## config.mk

```make
export PLATFORM = sky130hd
export DESIGN_NAME = video_src_sched_flat
export DESIGN_NICKNAME = d
export VERILOG_FILES = /design/src/rtl/video_src_pkg.sv /design/src/rtl/video_src_sched_if.sv /design/src/rtl/axis_buf2.sv /design/src/rtl/video_src_sched.sv /design/src/flat_wrapper.sv
export SDC_FILE = /design/constraint.sdc
export NUM_CORES = 1
export LEC_CHECK = 0
export CAP_MARGIN = 5
export CORE_MARGIN = 2
export CORE_UTILIZATION = 52
export CTS_CLUSTER_SIZE = 28
export DETAILED_ROUTE_END_ITERATION = 10
export PLACE_DENSITY_LB_ADDON = 0.3
export REMOVE_ABC_BUFFERS = 1
export SYNTH_ARGS = -nofsm -noshare
export SYNTH_HDL_FRONTEND = slang
export SYNTH_SLANG_ARGS = --single-unit
```

## constraint.sdc

```tcl
create_clock -name data_clk -period 5.2 [get_ports data_clk]
set_input_delay 0.78 -clock data_clk [delete_from_list [all_inputs] [get_ports data_clk]]
set_output_delay 0.78 -clock data_clk [all_outputs]
set_load 0.01 [all_outputs]
```

## src/rtl/video_src_pkg.sv

```systemverilog
// Shared constants for the frame-aligned two-source video scheduler.
package video_src_pkg;
  localparam int DW_DEF      = 32;
  localparam int FRAME_CNT_W = 16;

  typedef enum logic [1:0] {
    ST_IDLE = 2'd0,
    ST_SYNC = 2'd1,
    ST_PASS = 2'd2
  } state_e;
endpackage

```

## src/rtl/video_src_sched_if.sv

```systemverilog
// 4-pixel/beat video stream with line (h_last) and frame (v_last) markers.
// A beat transfers on a clock edge where tvalid && tready; the master holds tvalid, tdata and markers stable until then.
interface video_src_sched_if #(parameter int DW = video_src_pkg::DW_DEF);
  logic          tvalid;
  logic          tready;
  logic          h_last;
  logic          v_last;
  logic [DW-1:0] tdata;

  modport master (output tvalid, h_last, v_last, tdata, input tready);
  modport slave  (input tvalid, h_last, v_last, tdata, output tready);
endinterface

```

## src/rtl/axis_buf2.sv

```systemverilog
// Two-entry FIFO register slice; head entry drives the output directly.
module axis_buf2 #(
  parameter int W = 34
) (
  input  logic         clk,
  input  logic         rst_n,
  input  logic         wr_en,
  input  logic [W-1:0] wr_data,
  input  logic         rd_ready,
  output logic [W-1:0] rd_data,
  output logic         full,
  output logic         empty
);
  logic [W-1:0] mem0, mem1;
  logic [1:0]   cnt;
  logic         rd, wr;

  assign full    = (cnt == 2'd2);
  assign empty   = (cnt == 2'd0);
  assign rd_data = mem0;
  assign rd      = !empty && rd_ready;
  // A write into a full buffer is only taken when the head leaves in the same cycle.
  assign wr      = wr_en && (!full || rd);

  always_ff @(posedge clk or negedge rst_n) begin
    if (!rst_n) begin
      cnt  <= 2'd0;
      mem0 <= '0;
      mem1 <= '0;
    end else begin
      case ({rd, wr})
        2'b01: begin
          if (empty) mem0 <= wr_data;
          else       mem1 <= wr_data;
          cnt <= cnt + 2'd1;
        end
        2'b10: begin
          if (full) mem0 <= mem1;
          cnt <= cnt - 2'd1;
        end
        2'b11: begin
          if (full) begin
            mem0 <= mem1;
            mem1 <= wr_data;
          end else begin
            mem0 <= wr_data;
          end
        end
        default: ;
      endcase
    end
  end
endmodule

```

## src/rtl/video_src_sched.sv

```systemverilog
// Shares one output stream between two pixel sources, switching only on frame boundaries
// and resynchronising to a frame start after every switch.
module video_src_sched
  import video_src_pkg::*;
#(
  parameter int DW = DW_DEF
) (
  input  logic                   data_clk,
  input  logic                   rst_n,
  input  logic                   en,
  input  logic                   sel_req,
  input  logic                   clr_stat,
  video_src_sched_if.slave       s0,
  video_src_sched_if.slave       s1,
  video_src_sched_if.master      m,
  output logic                   cur_sel,
  output logic [1:0]             state,
  output logic [FRAME_CNT_W-1:0] frame_cnt,
  output logic                   ovf
);
  state_e                 state_q, state_d;
  logic                   cur_sel_q, cur_sel_d;
  logic [1:0]             sof_flag_q;
  logic [FRAME_CNT_W-1:0] frame_cnt_q;
  logic                   ovf_q;
  logic                   buf_full, buf_empty;
  logic [DW+1:0]          buf_rd_data;

  logic          sel_valid, sel_h_last, sel_v_last, sel_ready, sel_acc, boundary;
  logic [DW-1:0] sel_data;
  logic          in_pass, wr_en, ovf_set, out_frame_end;

  assign in_pass    = (state_q == ST_PASS);
  assign sel_valid  = cur_sel_q ? s1.tvalid : s0.tvalid;
  assign sel_h_last = cur_sel_q ? s1.h_last : s0.h_last;
  assign sel_v_last = cur_sel_q ? s1.v_last : s0.v_last;
  assign sel_data   = cur_sel_q ? s1.tdata  : s0.tdata;

  // Only the selected source in PASS is throttled, and only by the registered fill level.
  assign s0.tready  = !(in_pass && !cur_sel_q && buf_full);
  assign s1.tready  = !(in_pass &&  cur_sel_q && buf_full);
  assign sel_ready  = !(in_pass && buf_full);
  assign sel_acc    = sel_valid && sel_ready;
  assign boundary   = sel_acc && sel_v_last;
  assign wr_en      = in_pass && sel_acc;
  assign ovf_set    = in_pass && sel_valid && !sel_ready;

  always_comb begin
    state_d   = state_q;
    cur_sel_d = cur_sel_q;
    case (state_q)
      ST_IDLE: begin
        if (en) begin
          cur_sel_d = sel_req;
          state_d   = sof_flag_q[sel_req] ? ST_PASS : ST_SYNC;
        end
      end
      ST_SYNC: begin
        if (!en)           state_d = ST_IDLE;
        else if (boundary) state_d = ST_PASS;
      end
      ST_PASS: begin
        if (boundary) begin
          if (!en) begin
            state_d = ST_IDLE;
          end else if (sel_req != cur_sel_q) begin
            cur_sel_d = sel_req;
            state_d   = sof_flag_q[sel_req] ? ST_PASS : ST_SYNC;
          end
        end
      end
      default: state_d = ST_IDLE;
    endcase
  end

  always_ff @(posedge data_clk or negedge rst_n) begin
    if (!rst_n) begin
      state_q    <= ST_IDLE;
      cur_sel_q  <= 1'b0;
      sof_flag_q <= 2'b00;
    end else begin
      state_q   <= state_d;
      cur_sel_q <= cur_sel_d;
      // Frame-start tracking runs on both sources regardless of which one is forwarded.
      if (s0.tvalid && s0.tready) sof_flag_q[0] <= s0.v_last;
      if (s1.tvalid && s1.tready) sof_flag_q[1] <= s1.v_last;
    end
  end

  axis_buf2 #(.W(DW + 2)) u_buf (
    .clk      (data_clk),
    .rst_n    (rst_n),
    .wr_en    (wr_en),
    .wr_data  ({sel_h_last, sel_v_last, sel_data}),
    .rd_ready (m.tready),
    .rd_data  (buf_rd_data),
    .full     (buf_full),
    .empty    (buf_empty)
  );

  assign m.tvalid = !buf_empty;
  assign m.h_last = buf_rd_data[DW+1];
  assign m.v_last = buf_rd_data[DW];
  assign m.tdata  = buf_rd_data[DW-1:0];

  assign out_frame_end = m.tvalid && m.tready && m.v_last;

  // Set beats clear for ovf; clear beats increment for frame_cnt.
  always_ff @(posedge data_clk or negedge rst_n) begin
    if (!rst_n) begin
      frame_cnt_q <= '0;
      ovf_q       <= 1'b0;
    end else begin
      if (ovf_set)       ovf_q <= 1'b1;
      else if (clr_stat) ovf_q <= 1'b0;
      if (clr_stat)           frame_cnt_q <= '0;
      else if (out_frame_end) frame_cnt_q <= frame_cnt_q + FRAME_CNT_W'(1);
    end
  end

  assign cur_sel   = cur_sel_q;
  assign state     = state_q;
  assign frame_cnt = frame_cnt_q;
  assign ovf       = ovf_q;
endmodule
```

## src/flat_wrapper.sv

```systemverilog
// flat-port wrapper written by rule: the top's interface ports become plain ports
module video_src_sched_flat import video_src_pkg::*;
#(
  parameter int DW = DW_DEF
)
  (data_clk, rst_n, en, sel_req, clr_stat, cur_sel, state, frame_cnt, ovf, s0_tvalid, s0_h_last, s0_v_last, s0_tdata, s0_tready, s1_tvalid, s1_h_last, s1_v_last, s1_tdata, s1_tready, m_tvalid, m_h_last, m_v_last, m_tdata, m_tready);
  video_src_sched_if #(.DW(DW)) s0_i ();
  video_src_sched_if #(.DW(DW)) s1_i ();
  video_src_sched_if #(.DW(DW)) m_i ();
  input  logic data_clk;
  input  logic rst_n;
  input  logic en;
  input  logic sel_req;
  input  logic clr_stat;
  output logic cur_sel;
  output logic [1:0] state;
  output logic [FRAME_CNT_W-1:0] frame_cnt;
  output logic ovf;
  input wire logic [$bits(s0_i.tvalid)-1:0] s0_tvalid;
  input wire logic [$bits(s0_i.h_last)-1:0] s0_h_last;
  input wire logic [$bits(s0_i.v_last)-1:0] s0_v_last;
  input wire logic [$bits(s0_i.tdata)-1:0] s0_tdata;
  output wire logic [$bits(s0_i.tready)-1:0] s0_tready;
  input wire logic [$bits(s1_i.tvalid)-1:0] s1_tvalid;
  input wire logic [$bits(s1_i.h_last)-1:0] s1_h_last;
  input wire logic [$bits(s1_i.v_last)-1:0] s1_v_last;
  input wire logic [$bits(s1_i.tdata)-1:0] s1_tdata;
  output wire logic [$bits(s1_i.tready)-1:0] s1_tready;
  output wire logic [$bits(m_i.tvalid)-1:0] m_tvalid;
  output wire logic [$bits(m_i.h_last)-1:0] m_h_last;
  output wire logic [$bits(m_i.v_last)-1:0] m_v_last;
  output wire logic [$bits(m_i.tdata)-1:0] m_tdata;
  input wire logic [$bits(m_i.tready)-1:0] m_tready;
  assign s0_i.tvalid = s0_tvalid;
  assign s0_i.h_last = s0_h_last;
  assign s0_i.v_last = s0_v_last;
  assign s0_i.tdata = s0_tdata;
  assign s0_tready = s0_i.tready;
  assign s1_i.tvalid = s1_tvalid;
  assign s1_i.h_last = s1_h_last;
  assign s1_i.v_last = s1_v_last;
  assign s1_i.tdata = s1_tdata;
  assign s1_tready = s1_i.tready;
  assign m_tvalid = m_i.tvalid;
  assign m_h_last = m_i.h_last;
  assign m_v_last = m_i.v_last;
  assign m_tdata = m_i.tdata;
  assign m_i.tready = m_tready;
  video_src_sched #(.DW(DW)) u_core (.data_clk(data_clk), .rst_n(rst_n), .en(en), .sel_req(sel_req), .clr_stat(clr_stat), .s0(s0_i), .s1(s1_i), .m(m_i), .cur_sel(cur_sel), .state(state), .frame_cnt(frame_cnt), .ovf(ovf));
endmodule
```

== Word-level counts from Yosys, hierarchy flattened ==
Cells that the tools add are included.

* Bits in registers: 92
* Input bits: 76
* Word-level logic and storage cells: 95

* Add/subtract/negate cells: 3
* $lt $le $gt $ge: 1
* Eq/ne operators: 17
* Muxes and demuxes: 31
* Reductions and logical operators: 34

{| class="wikitable"
|+ Operators with widths
! operator !! count
|-
| two-way mux 34 bit || 5
|-
| case mux 34 bit (3 select lines) || 1
|-
| case mux 34 bit (2 select lines) || 1
|-
| two-way mux 16 bit || 2
|-
| two-way mux 32 bit || 1
|-
| adder 16 x 1 -> 16 bit, second input constant || 1
|-
| logical AND 1 bit || 15
|-
| two-way mux 2 bit || 7
|-
| two-way mux 1 bit || 11
|-
| nonzero test 2 bit || 5
|-
| == test 2 bit, second input constant || 4
|-
| != test 2 x 1 -> 1 bit, second input constant || 4
|-
| != test 2 bit, second input constant || 4
|-
| logical NOT 1 bit || 6
|-
| case mux 2 bit (3 select lines) || 1
|-
| AND reduction 3 bit || 2
|-
| AND reduction 5 bit || 1
|-
| == test 2 x 1 -> 1 bit, second input constant || 2
|-
| logical NOT 2 bit || 2
|-
| case mux 2 bit (2 select lines) || 1
|-
| AND reduction 4 bit || 1
|-
| != test 3 x 2 -> 1 bit, second input constant || 1
|-
| != test 3 bit, second input constant || 1
|-
| nonzero test 3 bit || 1
|-
| other kinds (6) || 6
|}

== Logic depth before layout (Yosys ltp) ==
Gate-level depths: netlist of the first run.

* Depth in word-level cells: 9
* Mapped depth: 10
* Gate-level depth less buffers: 8

== By module ==
Synthesis of the first run repeated with hierarchy kept, for this count alone.

* Cell total of the unflattened synthesis: 368
* Area total of the unflattened synthesis: 4,778.3 um2

{| class="wikitable"
|+ By module, submodules not included
! module !! times used !! cells each !! area each (um2) !! seq. area each (um2)
|-
| axis_buf2 || 1 || 200 || 3,110.5 || 1,751.7
|-
| video_src_sched || 1 || 168 || 1,667.8 || 550.5
|}

== Least setup slack after synthesis of the first run ==
No wires, ideal clock.

* Kind: input port to flip-flop
* Start point: input port s1_tvalid
* End point: register u_core.u_buf.mem0[0], in the netlist u_core.u_buf.rd_data[0]
* Data arrival time: 2.646 ns
* Setup slack: 2.429 ns
* Stages on the path: 8
* Buffers on the path: 1
* Cells stage by stage: mux2i_1 or3_1 ha_1 mux2_4 o22a_4 nor2_8 buf_12 mux2_2

* Cells in the longest elaborated chain, start to end: 7

{| class="wikitable"
|+ Ends and longest elaborated chain
! element !! RTL line !! text
|-
| start, declared || flat_wrapper.sv:24 || <nowiki>input wire logic [$bits(s1_i.tvalid)-1:0] s1_tvalid;</nowiki>
|-
| two-way mux 1 bit * || video_src_sched.sv:34 || <nowiki>assign sel_valid = cur_sel_q ? s1.tvalid : s0.tvalid;</nowiki>
|-
| logical AND 1 bit * || video_src_sched.sv:43 || <nowiki>assign sel_acc = sel_valid && sel_ready;</nowiki>
|-
| logical AND 1 bit * || video_src_sched.sv:45 || <nowiki>assign wr_en = in_pass && sel_acc;</nowiki>
|-
| logical AND 1 bit * || axis_buf2.sv:23 || <nowiki>assign wr = wr_en && (!full || rd);</nowiki>
|-
| == test 2 x 1 -> 1 bit or == test 2 bit (tied branches) || axis_buf2.sv:31 || <nowiki>case ({rd, wr})</nowiki>
|-
| != test 2 x 1 -> 1 bit (no line) or nonzero test 3 bit (tied branches) || - ||
|-
| AND reduction 3 bit (no line) || - ||
|-
| end signal, assigned || axis_buf2.sv:33 || <nowiki>if (empty) mem0 <= wr_data;</nowiki>
|-
| end signal, assigned || axis_buf2.sv:38 || <nowiki>if (full) mem0 <= mem1;</nowiki>
|-
| end signal, assigned || axis_buf2.sv:43 || <nowiki>mem0 <= mem1;</nowiki>
|-
| end, declared || axis_buf2.sv:14 || <nowiki>logic [W-1:0] mem0, mem1;</nowiki>
|}

Every way passes the cells marked *; elsewhere a longest branch is shown, timed or not.
A chain may end at the register's enable or synchronous reset.

== Worst setup path after layout of the first run ==
* Start point: input port s1_tvalid
* End point: register u_core.u_buf.mem0[18], in the netlist u_core.u_buf.rd_data[18]

The elaborated chain is that of the path after synthesis.

==> impl_metrics.env, run 1 <==
export IMPL_outcome="finished clean"
export IMPL_track_usage=0.2356
export IMPL_dp_hpwl_um=7683
export IMPL_vdd_drop_max_v=0.0002515
export IMPL_cp_max_fo=34
export IMPL_drt_wl_total_um=10930
export IMPL_fillerInstances=633
export IMPL_ctsResizeCount=0
export IMPL_io_pins=133
export IMPL_via_per_inst=5.564
export IMPL_rows=34
export IMPL_gr_total_overflow=0
export IMPL_regArea_um2=2303
export IMPL_power_switching_uw=1222
export IMPL_critPathMaxStageDelay_ns=0.54
export IMPL_hold_violations=0
export IMPL_synthArstFlopShare=1.000
export IMPL_cts_hold_buf=0
export IMPL_clock_sinks=92
export IMPL_drt_iter0_drc=148
export IMPL_die_area_um2=9794
export IMPL_ys_ff_latch=92
export IMPL_power_density_nw_per_um2=544.3
export IMPL_fin_ws_ns=1.865
export IMPL_diodes=0
export IMPL_numCtsBuffers=9
export IMPL_path_cells="clkdlybuf4s50_1 > mux2i_1 > or3_1 > ha_1 > mux2_4 > o22a_4 > nor2_8 > mux2_2"
export IMPL_max_freq_ghz=0.2998
export IMPL_synth_edff_count=0
export IMPL_clock_root_buffer="clkbuf_8"
export IMPL_fin_nets=604
export IMPL_yosysUniqueCellTypes=48
export IMPL_cts_buffer_depth=2
export IMPL_cp_num_buf_inv=1
export IMPL_start_util=0.5377
export IMPL_switching_share=0.3613
export IMPL_startpoint_type="input pin"
export IMPL_setup_violations_final=0
export IMPL_syn_inst=401
export IMPL_drc_errors=0
export IMPL_portBuffers=132
export IMPL_yosysSeqAreaShare=0.4909
export IMPL_grt_pass1_wl_um=18290
export IMPL_postRouteAntennaNets=0
export IMPL_hold_slack_ns=0.3996
export IMPL_cts_setup_buffers=0
export IMPL_yosys_warnings=0
export IMPL_dominantRegCellSynth="dfrtp_1"
export IMPL_path_clk_slew_ns=0.09
export IMPL_multi_input_area_um2=2196
export IMPL_cp_top_family="simple AND/OR/NAND/NOR gates"
export IMPL_wl_per_cell_um=17.22
export IMPL_power_frac_seq=0.359
export IMPL_leakagePower_uw=0.002607
export IMPL_avgSynthCellArea_um2=11.69
export IMPL_critPathRequiredTime_ns=5.43
export IMPL_vias=3533
export IMPL_p_comb_frac=0.485
export IMPL_cts_tree="done"
export IMPL_worst_path_max_delay_cell="nor2_8"
export IMPL_coreArea_um2=8721
export IMPL_grt_pass1_vias=3786
export IMPL_tns_ns=0
export IMPL_period_needed_ns=3.335
export IMPL_rsz0062_at_grt="no"
export IMPL_power_frac_clock=0.157
export IMPL_intPower_uw=2161
export IMPL_gp_congestion=0.7627
export IMPL_grt_start_max_net_pins=48
export IMPL_slew_headroom=0.2896
export IMPL_worst_slew_pin_slew_ns=1.063
export IMPL_fin_skew_ns=0.01664
export IMPL_maxSlewViolCount=0
export IMPL_dr_pass1_iters=4
export IMPL_pre_cts_slack_ns=1.508
export IMPL_period_share=0.6414
export IMPL_dieWidth_um=98.97
export IMPL_layout_drive_gt1_share=0.1461
export IMPL_cap_violations=0
export IMPL_worstSetupEndpointType="register"
export IMPL_syn_area_um2=4689
export IMPL_cts_max_level=3
export IMPL_fp_dieH_um=98.97
export IMPL_cp_arrival_ns=3.57
export IMPL_crit_type="input pin to register"
export IMPL_area_delta_synth_final_pct=32.55
export IMPL_antenna_found_initial=0
export IMPL_clk_insertion_delay_late_ns=0.36
export IMPL_hold_class="input pin to asynchronous set/reset pin"
[final cells by class]
type | count | share of cell area
tap | 108 | 0.02174
multi-input combinational | 279 | 0.3533
clock inverter | 7 | 0.01570
sequential | 92 | 0.3706
timing repair buffer | 135 | 0.2158
inverter | 5 | 0.003019
clock buffer | 9 | 0.01993
[stage by stage]
stage,cell area [um^2],power (uW),cells,util
floorplan,4502,2229,376,-
global placement,5995,2789,619,0.6874
detailed placement,5995,2877,619,0.6874
CTS,6216,3412,635,0.7128
global route,6216,3608,635,0.7128
finish,6216,3384,635,0.7128
[synthesized netlist by cell type (all sizes together), types with 6 or more instances]
master   instances  area [um^2]
buf             20        160.2
ha               6        75.07
nor2            47        192.7
mux2i           36        360.4
xor2             7        61.31
or3              6        43.79
dfrtp           92         2302
a21oi           43        222.7
o21ai            6        33.78
mux2            41        510.5
nand2b           6        37.54
nand2            9        36.29
o2bb2ai         34        297.8
[metal layers]
metal,wire (um),global-route usage
met4,148,0.08008
met2,5549,0.4018
met1,4716,0.3086
met5,0,0
met3,519,0.03546
[layout by cell type, fill, tap and decap left out, drive strengths merged, types with 3 or more instances in the layout]
cell type      synthesis  layout
buf                   20       4
xor2                   7       7
o21ai                  6       6
inv                    5       7
nand2                  9       9
nand2b                 6       6
a21oi                 43      43
or3                    6       6
ha                     6       6
clkdlybuf4s50          0     131
mux2                  41      41
mux2i                 36      36
nand4                  3       3
nor3                   3       3
nand3                  5       5
nor2                  47      47
o2bb2ai               34      34
clkbuf                 4       9
xnor2                  5       5
dfrtp                 92      92
nor2b                  3       3
[cells by family (layout without fill, tap and decap cells)]
family                   after synthesis  count (layout)  synth area share
buffers and inverters                 30             156           0.04402
multiplexers                          77              77            0.1857
adder cells (fa/ha/maj)                6               6           0.01601
AND/OR/NAND/NOR                       92              92            0.1038
flip-flops                            92              92            0.4909
AO/OA/AOI/OAI                         92              92            0.1371
XOR/XNOR                              12              12           0.02241
[power by group through the flow]
stage	logic, uW	clock network (uW)	registers (uW)
after detailed placement	1660	0	1220
final	1640	530	1210
after CTS	1660	538	1210
after global placement	1580	0	1210
after global routing	1790	568	1250
after floorplan	937	0	1290
[final timing paths]
kind | startpoint | endpoint | slack, ns | depth (start not counted)
min in group data_clk | u_core.u_buf.rd_data[30] | u_core.u_buf.rd_data[30] | 0.52 | 1
setup / recovery | s1_tvalid | u_core.u_buf.rd_data[18] | 1.86 | 8
hold / removal | rst_n | u_core.u_buf.mem1[0] | 0.40 | 1
setup reg to reg | u_core.u_buf.cnt[0] | u_core.u_buf.rd_data[18] | 1.99 | 7
max in group asynchronous | rst_n | u_core.u_buf.rd_data[12] | 3.74 | 2
hold reg to reg | u_core.u_buf.rd_data[30] | u_core.u_buf.rd_data[30] | 0.52 | 1
[flip-flops by register name, indices dropped and copies added, names as in the netlist]
| register | cells |
|---|---|
| u_core.ovf | 1 |
| u_core.u_buf.mem1 | 34 |
| u_core.u_buf.rd_data | 34 |
| u_core.state | 2 |
| u_core.frame_cnt | 16 |
| u_core.u_buf.cnt | 2 |
| u_core.sof_flag_q | 2 |
| u_core.cur_sel | 1 |
[worst register-to-register path: stages (launching register included)]
cell	delay, ns
dfrtp_1	0.55
o21ai_1	0.55
inv_1	0.18
ha_1	0.31
mux2_4	0.30
o22a_4	0.23
nor2_8	0.54
mux2_2	0.42
No activity file was read; power rests on OpenSTA's default activity.
==> run 2, diff against run 1 <==
--- a/config.mk
+++ b/config.mk
@@ -7,7 +7,7 @@
 export LEC_CHECK = 0
 export CAP_MARGIN = 5
 export CORE_MARGIN = 2
-export CORE_UTILIZATION = 52
+export CORE_UTILIZATION = 48
 export CTS_CLUSTER_SIZE = 28
 export DETAILED_ROUTE_END_ITERATION = 10
 export PLACE_DENSITY_LB_ADDON = 0.3
==> constraint.sdc (replaced) <==
create_clock -name data_clk -period 3.2 [get_ports data_clk]
set_input_delay 0.48 -clock data_clk [delete_from_list [all_inputs] [get_ports data_clk]]
set_output_delay 0.48 -clock data_clk [all_outputs]
set_load 0.01 [all_outputs]
==> impl_metrics.env, run 2 (synthesis results as in run 1) <==
export IMPL_outcome="finished clean"
export IMPL_reg2regPathDepth=8
export IMPL_leakagePower_uw=0.002641
export IMPL_io_pins=133
export IMPL_power_frac_seq=0.356
export IMPL_cts_hold_buf=0
export IMPL_power_switching_uw=1981
export IMPL_switching_share=0.3629
export IMPL_dieWidth_um=102.8
export IMPL_area_delta_synth_final_pct=34.90
export IMPL_antenna_found_initial=0
export IMPL_fin_nets=612
export IMPL_p_total_uw=5458
export IMPL_rows=36
export IMPL_setup_violations_final=0
export IMPL_cts_buffer_depth=2
export IMPL_drt_iter0_drc=117
export IMPL_track_usage=0.2092
export IMPL_cts_tree="done"
export IMPL_gp_congestion=0.8419
export IMPL_intPower_uw=3478
export IMPL_path_clk_slew_ns=0.09
export IMPL_postRouteAntennaNets=0
export IMPL_worst_slew_pin_slew_ns=0.6166
export IMPL_layout_commonest_cell="clkdlybuf4s50_1"
export IMPL_maxSlewViolCount=0
export IMPL_portBuffers=132
export IMPL_numCtsBuffers=9
export IMPL_critPathRequiredTime_ns=3.44
export IMPL_vdd_drop_max_v=0.0004736
export IMPL_instances_no_fill=668
export IMPL_cp_arrival_ns=3.07
export IMPL_hold_class="input pin to asynchronous set/reset pin"
export IMPL_drc_errors=0
export IMPL_cap_violations=0
export IMPL_slew_headroom=0.5889
export IMPL_startpoint_type="input pin"
export IMPL_die_area_um2=10580
export IMPL_dp_hpwl_um=7681
export IMPL_period_needed_ns=2.829
export IMPL_start_util=0.4865
export IMPL_period_share=0.8841
export IMPL_fp_dieH_um=102.8
export IMPL_clk_insertion_delay_late_ns=0.36
export IMPL_diodes=0
export IMPL_grt_start_max_net_pins=53
export IMPL_place_inst=652
export IMPL_layout_common_cells="131 x clkdlybuf4s50_1, 91 x dfrtp_1, 46 x nor2_1"
export IMPL_p_comb_frac=0.512
export IMPL_via_per_inst=5.389
export IMPL_fin_skew_ns=0.01221
export IMPL_layout_drive_gt1_share=0.1570
export IMPL_rsz0062_at_grt="no"
export IMPL_drt_wl_total_um=10650
export IMPL_grt_pass1_vias=3564
export IMPL_wl_per_cell_um=15.95
export IMPL_clock_sinks=92
export IMPL_crit_type="input pin to register"
export IMPL_hold_slack_ns=0.1209
export IMPL_grt_pass1_wl_um=17270
export IMPL_hold_violations=0
export IMPL_cts_max_level=3
export IMPL_coreArea_um2=9639
export IMPL_vias=3600
export IMPL_worstSetupEndpointType="register"
export IMPL_power_frac_clock=0.132
export IMPL_clock_root_buffer="clkbuf_8"
export IMPL_dr_pass1_iters=5
export IMPL_cp_max_fo=14
export IMPL_max_freq_ghz=0.3534
export IMPL_cts_setup_buffers=0
export IMPL_tns_ns=0
export IMPL_ctsResizeCount=0
export IMPL_power_density_nw_per_um2=862.8
export IMPL_gr_total_overflow=0
run 2: changes by cell type in the layout (fill, tap and decap cells not counted), sizes merged:
| cell | before | now |
|---|---|---|
| buf | 4 | 12 |
| bufinv | 2 | 0 |
| clkbuf | 9 | 11 |
| clkinvlp | 2 | 3 |
| inv | 7 | 6 |
run 2: cell type report:
type,count,area (um^2)
clock buffers,11,141.4
inverters,5,18.77
fillers,795,3313
well taps,133,166.4
clock inverters,5,36.28
repair buffers,143,1464
multi-input cells,279,2196
flip-flops and latches,92,2303
run 2: final timing paths:
path | from | end | slack [ns]
worst max-delay path | s1_tvalid | u_core.u_buf.rd_data[19] | 0.37
worst min-delay path | rst_n | u_core.u_buf.mem1[0] | 0.12
worst max register to register | u_core.u_buf.cnt[1] | u_core.u_buf.rd_data[19] | 0.50
worst min register to register | u_core.u_buf.rd_data[3] | u_core.u_buf.rd_data[3] | 0.51
max in group asynchronous | rst_n | u_core.u_buf.mem1[19] | 2.40
min in group data_clk | u_core.u_buf.rd_data[3] | u_core.u_buf.rd_data[3] | 0.51
run 2: power groups by stage:
stage / sequential [uW] / combinational (uW) / clock (uW)
after floorplan: 2100 / 1520 / 0
after global placement: 1940 / 2720 / 0
after detailed placement: 1960 / 2830 / 0
after CTS: 1940 / 2830 / 733
after global routing: 2000 / 3050 / 794
final: 1940 / 2800 / 721
run 2: through the flow:
stage | worst slack, ns | util | instance area, um^2
final | 0.3707 | 0.6563 | 6326
after floorplan | -0.6265 | - | 4502
after detailed placement | -0.003958 | 0.6379 | 6148
after global routing | 0.2531 | 0.6563 | 6326
after CTS | 0.3690 | 0.6563 | 6326
after global placement | 0.1059 | 0.6379 | 6148
run 2: per-layer routing:
| metal | GRT usage | part of all wire | vias to the layer above | wire length, um |
|---|---|---|---|---|
| li1 | - | - | 1704 | - |
| met1 | 0.2784 | 0.45 | 1778 | 4780 |
| met2 | 0.3434 | 0.48 | 100 | 5159 |
| met3 | 0.04339 | 0.048 | 18 | 513 |
| met4 | 0.07085 | 0.019 | 0 | 200 |
| met5 | 0 | 0 | - | 0 |
run 2: worst max-delay path: stages:
cell,delay [ns]
clkdlybuf4s50_1,0.49
mux2i_1,0.13
or3_1,0.46
ha_1,0.28
mux2_4,0.29
o22a_4,0.23
nor2_8,0.10
buf_4,0.24
mux2_2,0.36
==> run 3, diff against run 2 <==
--- a/config.mk
+++ b/config.mk
@@ -8,10 +8,13 @@
 export CAP_MARGIN = 5
 export CORE_MARGIN = 2
 export CORE_UTILIZATION = 48
+export CTS_BUF_LIST = sky130_fd_sc_hd__clkbuf_8 sky130_fd_sc_hd__clkbuf_16
 export CTS_CLUSTER_SIZE = 28
 export DETAILED_ROUTE_END_ITERATION = 10
 export PLACE_DENSITY_LB_ADDON = 0.3
+export RECOVER_POWER = 100
 export REMOVE_ABC_BUFFERS = 1
+export SKIP_CTS_REPAIR_TIMING = 1
 export SYNTH_ARGS = -nofsm -noshare
 export SYNTH_HDL_FRONTEND = slang
 export SYNTH_SLANG_ARGS = --single-unit
==> impl_metrics.env, run 3 (synthesis results as in run 1) <==
export IMPL_coreArea_um2=9639
export IMPL_via_per_inst=5.340
export IMPL_grt_pass1_vias=3564
export IMPL_dp_hpwl_um=7681
export IMPL_wl_per_cell_um=15.94
export IMPL_vias=3567
export IMPL_drt_iter0_drc=99
export IMPL_violations="capacitance limit, slew limit"
export IMPL_setup_violations_final=0
export IMPL_gr_total_overflow=0
export IMPL_postRouteAntennaNets=0
export IMPL_clk_insertion_delay_late_ns=0.36
export IMPL_slew_headroom=-0.6987
export IMPL_fp_dieH_um=102.8
export IMPL_leakagePower_uw=0.002714
export IMPL_clock_sinks=92
export IMPL_startpoint_type="input pin"
export IMPL_cts_max_level=3
export IMPL_period_needed_ns=2.915
export IMPL_power_density_nw_per_um2=837.7
export IMPL_dr_pass1_iters=4
export IMPL_hold_class="register to register"
export IMPL_maxSlewViolCount=46
export IMPL_rsz0062_at_grt="no"
export IMPL_max_freq_ghz=0.3430
export IMPL_fin_skew_ns=0.01258
export IMPL_final_area_um2=6250
export IMPL_io_pins=133
export IMPL_cap_violations=1
export IMPL_period_share=0.9110
export IMPL_portBuffers=132
export IMPL_track_usage=0.2092
export IMPL_outcome="finished with violations"
export IMPL_dieWidth_um=102.8
export IMPL_grt_pass1_wl_um=17270
export IMPL_antenna_found_initial=0
export IMPL_fin_ws_ns=0.2849
export IMPL_drt_wl_total_um=10650
export IMPL_die_area_um2=10580
export IMPL_cts_buffer_depth=2
export IMPL_layout_common_cells="91 x dfrtp_1, 74 x clkdlybuf4s50_1, 57 x dlygate4sd3_1"
export IMPL_cp_max_fo=14
export IMPL_vdd_drop_max_v=0.0004563
export IMPL_crit_type="input pin to register"
export IMPL_fillerInstances=818
export IMPL_cp_arrival_ns=3.15
export IMPL_layout_commonest_cell="dfrtp_1"
export IMPL_worst_slew_pin_slew_ns=2.548
export IMPL_area_delta_synth_final_pct=33.27
export IMPL_grt_start_max_net_pins=53
export IMPL_worstSetupEndpointType="register"
export IMPL_fin_nets=612
export IMPL_diodes=0
export IMPL_critPathRequiredTime_ns=3.44
export IMPL_pre_cts_slack_ns=-0.003958
export IMPL_postPlaceCellArea_um2=6148
export IMPL_layout_drive_gt1_share=0.1252
export IMPL_numCtsBuffers=9
export IMPL_cts_tree="done"
export IMPL_start_util=0.4865
export IMPL_gp_congestion=0.8419
export IMPL_rows=36
export IMPL_hold_violations=0
export IMPL_clock_root_buffer="clkbuf_8"
export IMPL_drc_errors=0
export IMPL_path_clk_slew_ns=0.09
## run 3: path summary, 6_finish.rpt
path | start | to | slack [ns] | depth (start not counted)
worst min register to register | u_core.u_buf.rd_data[23] | u_core.u_buf.rd_data[23] | 0.50 | 1
min in group asynchronous | rst_n | u_core.u_buf.mem1[0] | 0.90 | 1
worst max register to register | u_core.u_buf.cnt[1] | u_core.u_buf.rd_data[6] | 0.49 | 8
worst max-delay path | s1_tvalid | u_core.u_buf.rd_data[6] | 0.28 | 9
max in group asynchronous | rst_n | u_core.cur_sel | 0.66 | 1
worst min-delay path | u_core.u_buf.rd_data[23] | u_core.u_buf.rd_data[23] | 0.50 | 1
## run 3: final cells by class
class / instances / area (um^2) / area share
repair buffers: 143 / 1454 / 0.2326
inverters: 5 / 18.77 / 0.003003
flip-flops and latches: 92 / 2303 / 0.3686
clock buffers: 10 / 137.6 / 0.02202
well taps: 133 / 166.4 / 0.02663
clock inverters: 6 / 40.04 / 0.006406
multi-input cells: 279 / 2130 / 0.3407
## run 3: metrics by stage
step | util | std cells | total power (uW) | hold WS (ns) | setup TNS [ns]
CTS | 0.6563 | 668 | 5506 | 0.1406 | 0
floorplan | - | 376 | 3622 | 0.1844 | -40.21
global route | 0.6484 | 668 | 5621 | 0.5276 | 0
detailed placement | 0.6379 | 652 | 4783 | 0.4968 | -0.006717
finish | 0.6484 | 668 | 5235 | 0.5036 | 0
global placement | 0.6379 | 652 | 4656 | 0.4894 | 0
## run 3: power by group
group,switching [uW],internal (uW)
Combinational,1240,1350
Clock,416,302
Sequential,282,1640
## run 3: layer usage
| layer | track usage | vias up | share of wire |
|---|---|---|---|
| met5 | 0 | - | 0 |
| met3 | 0.04339 | 18 | 0.046 |
| li1 | - | 1701 | - |
| met2 | 0.3434 | 100 | 0.48 |
| met4 | 0.07085 | 0 | 0.018 |
| met1 | 0.2784 | 1748 | 0.45 |
## run 3: worst max-delay path, cell delays in order
cell	delay [ns]
dlygate4sd3_1	0.56
mux2i_1	0.13
or3_1	0.46
ha_1	0.26
mux2_1	0.29
o22a_1	0.25
nor2_8	0.12
buf_4	0.24
mux2_2	0.36
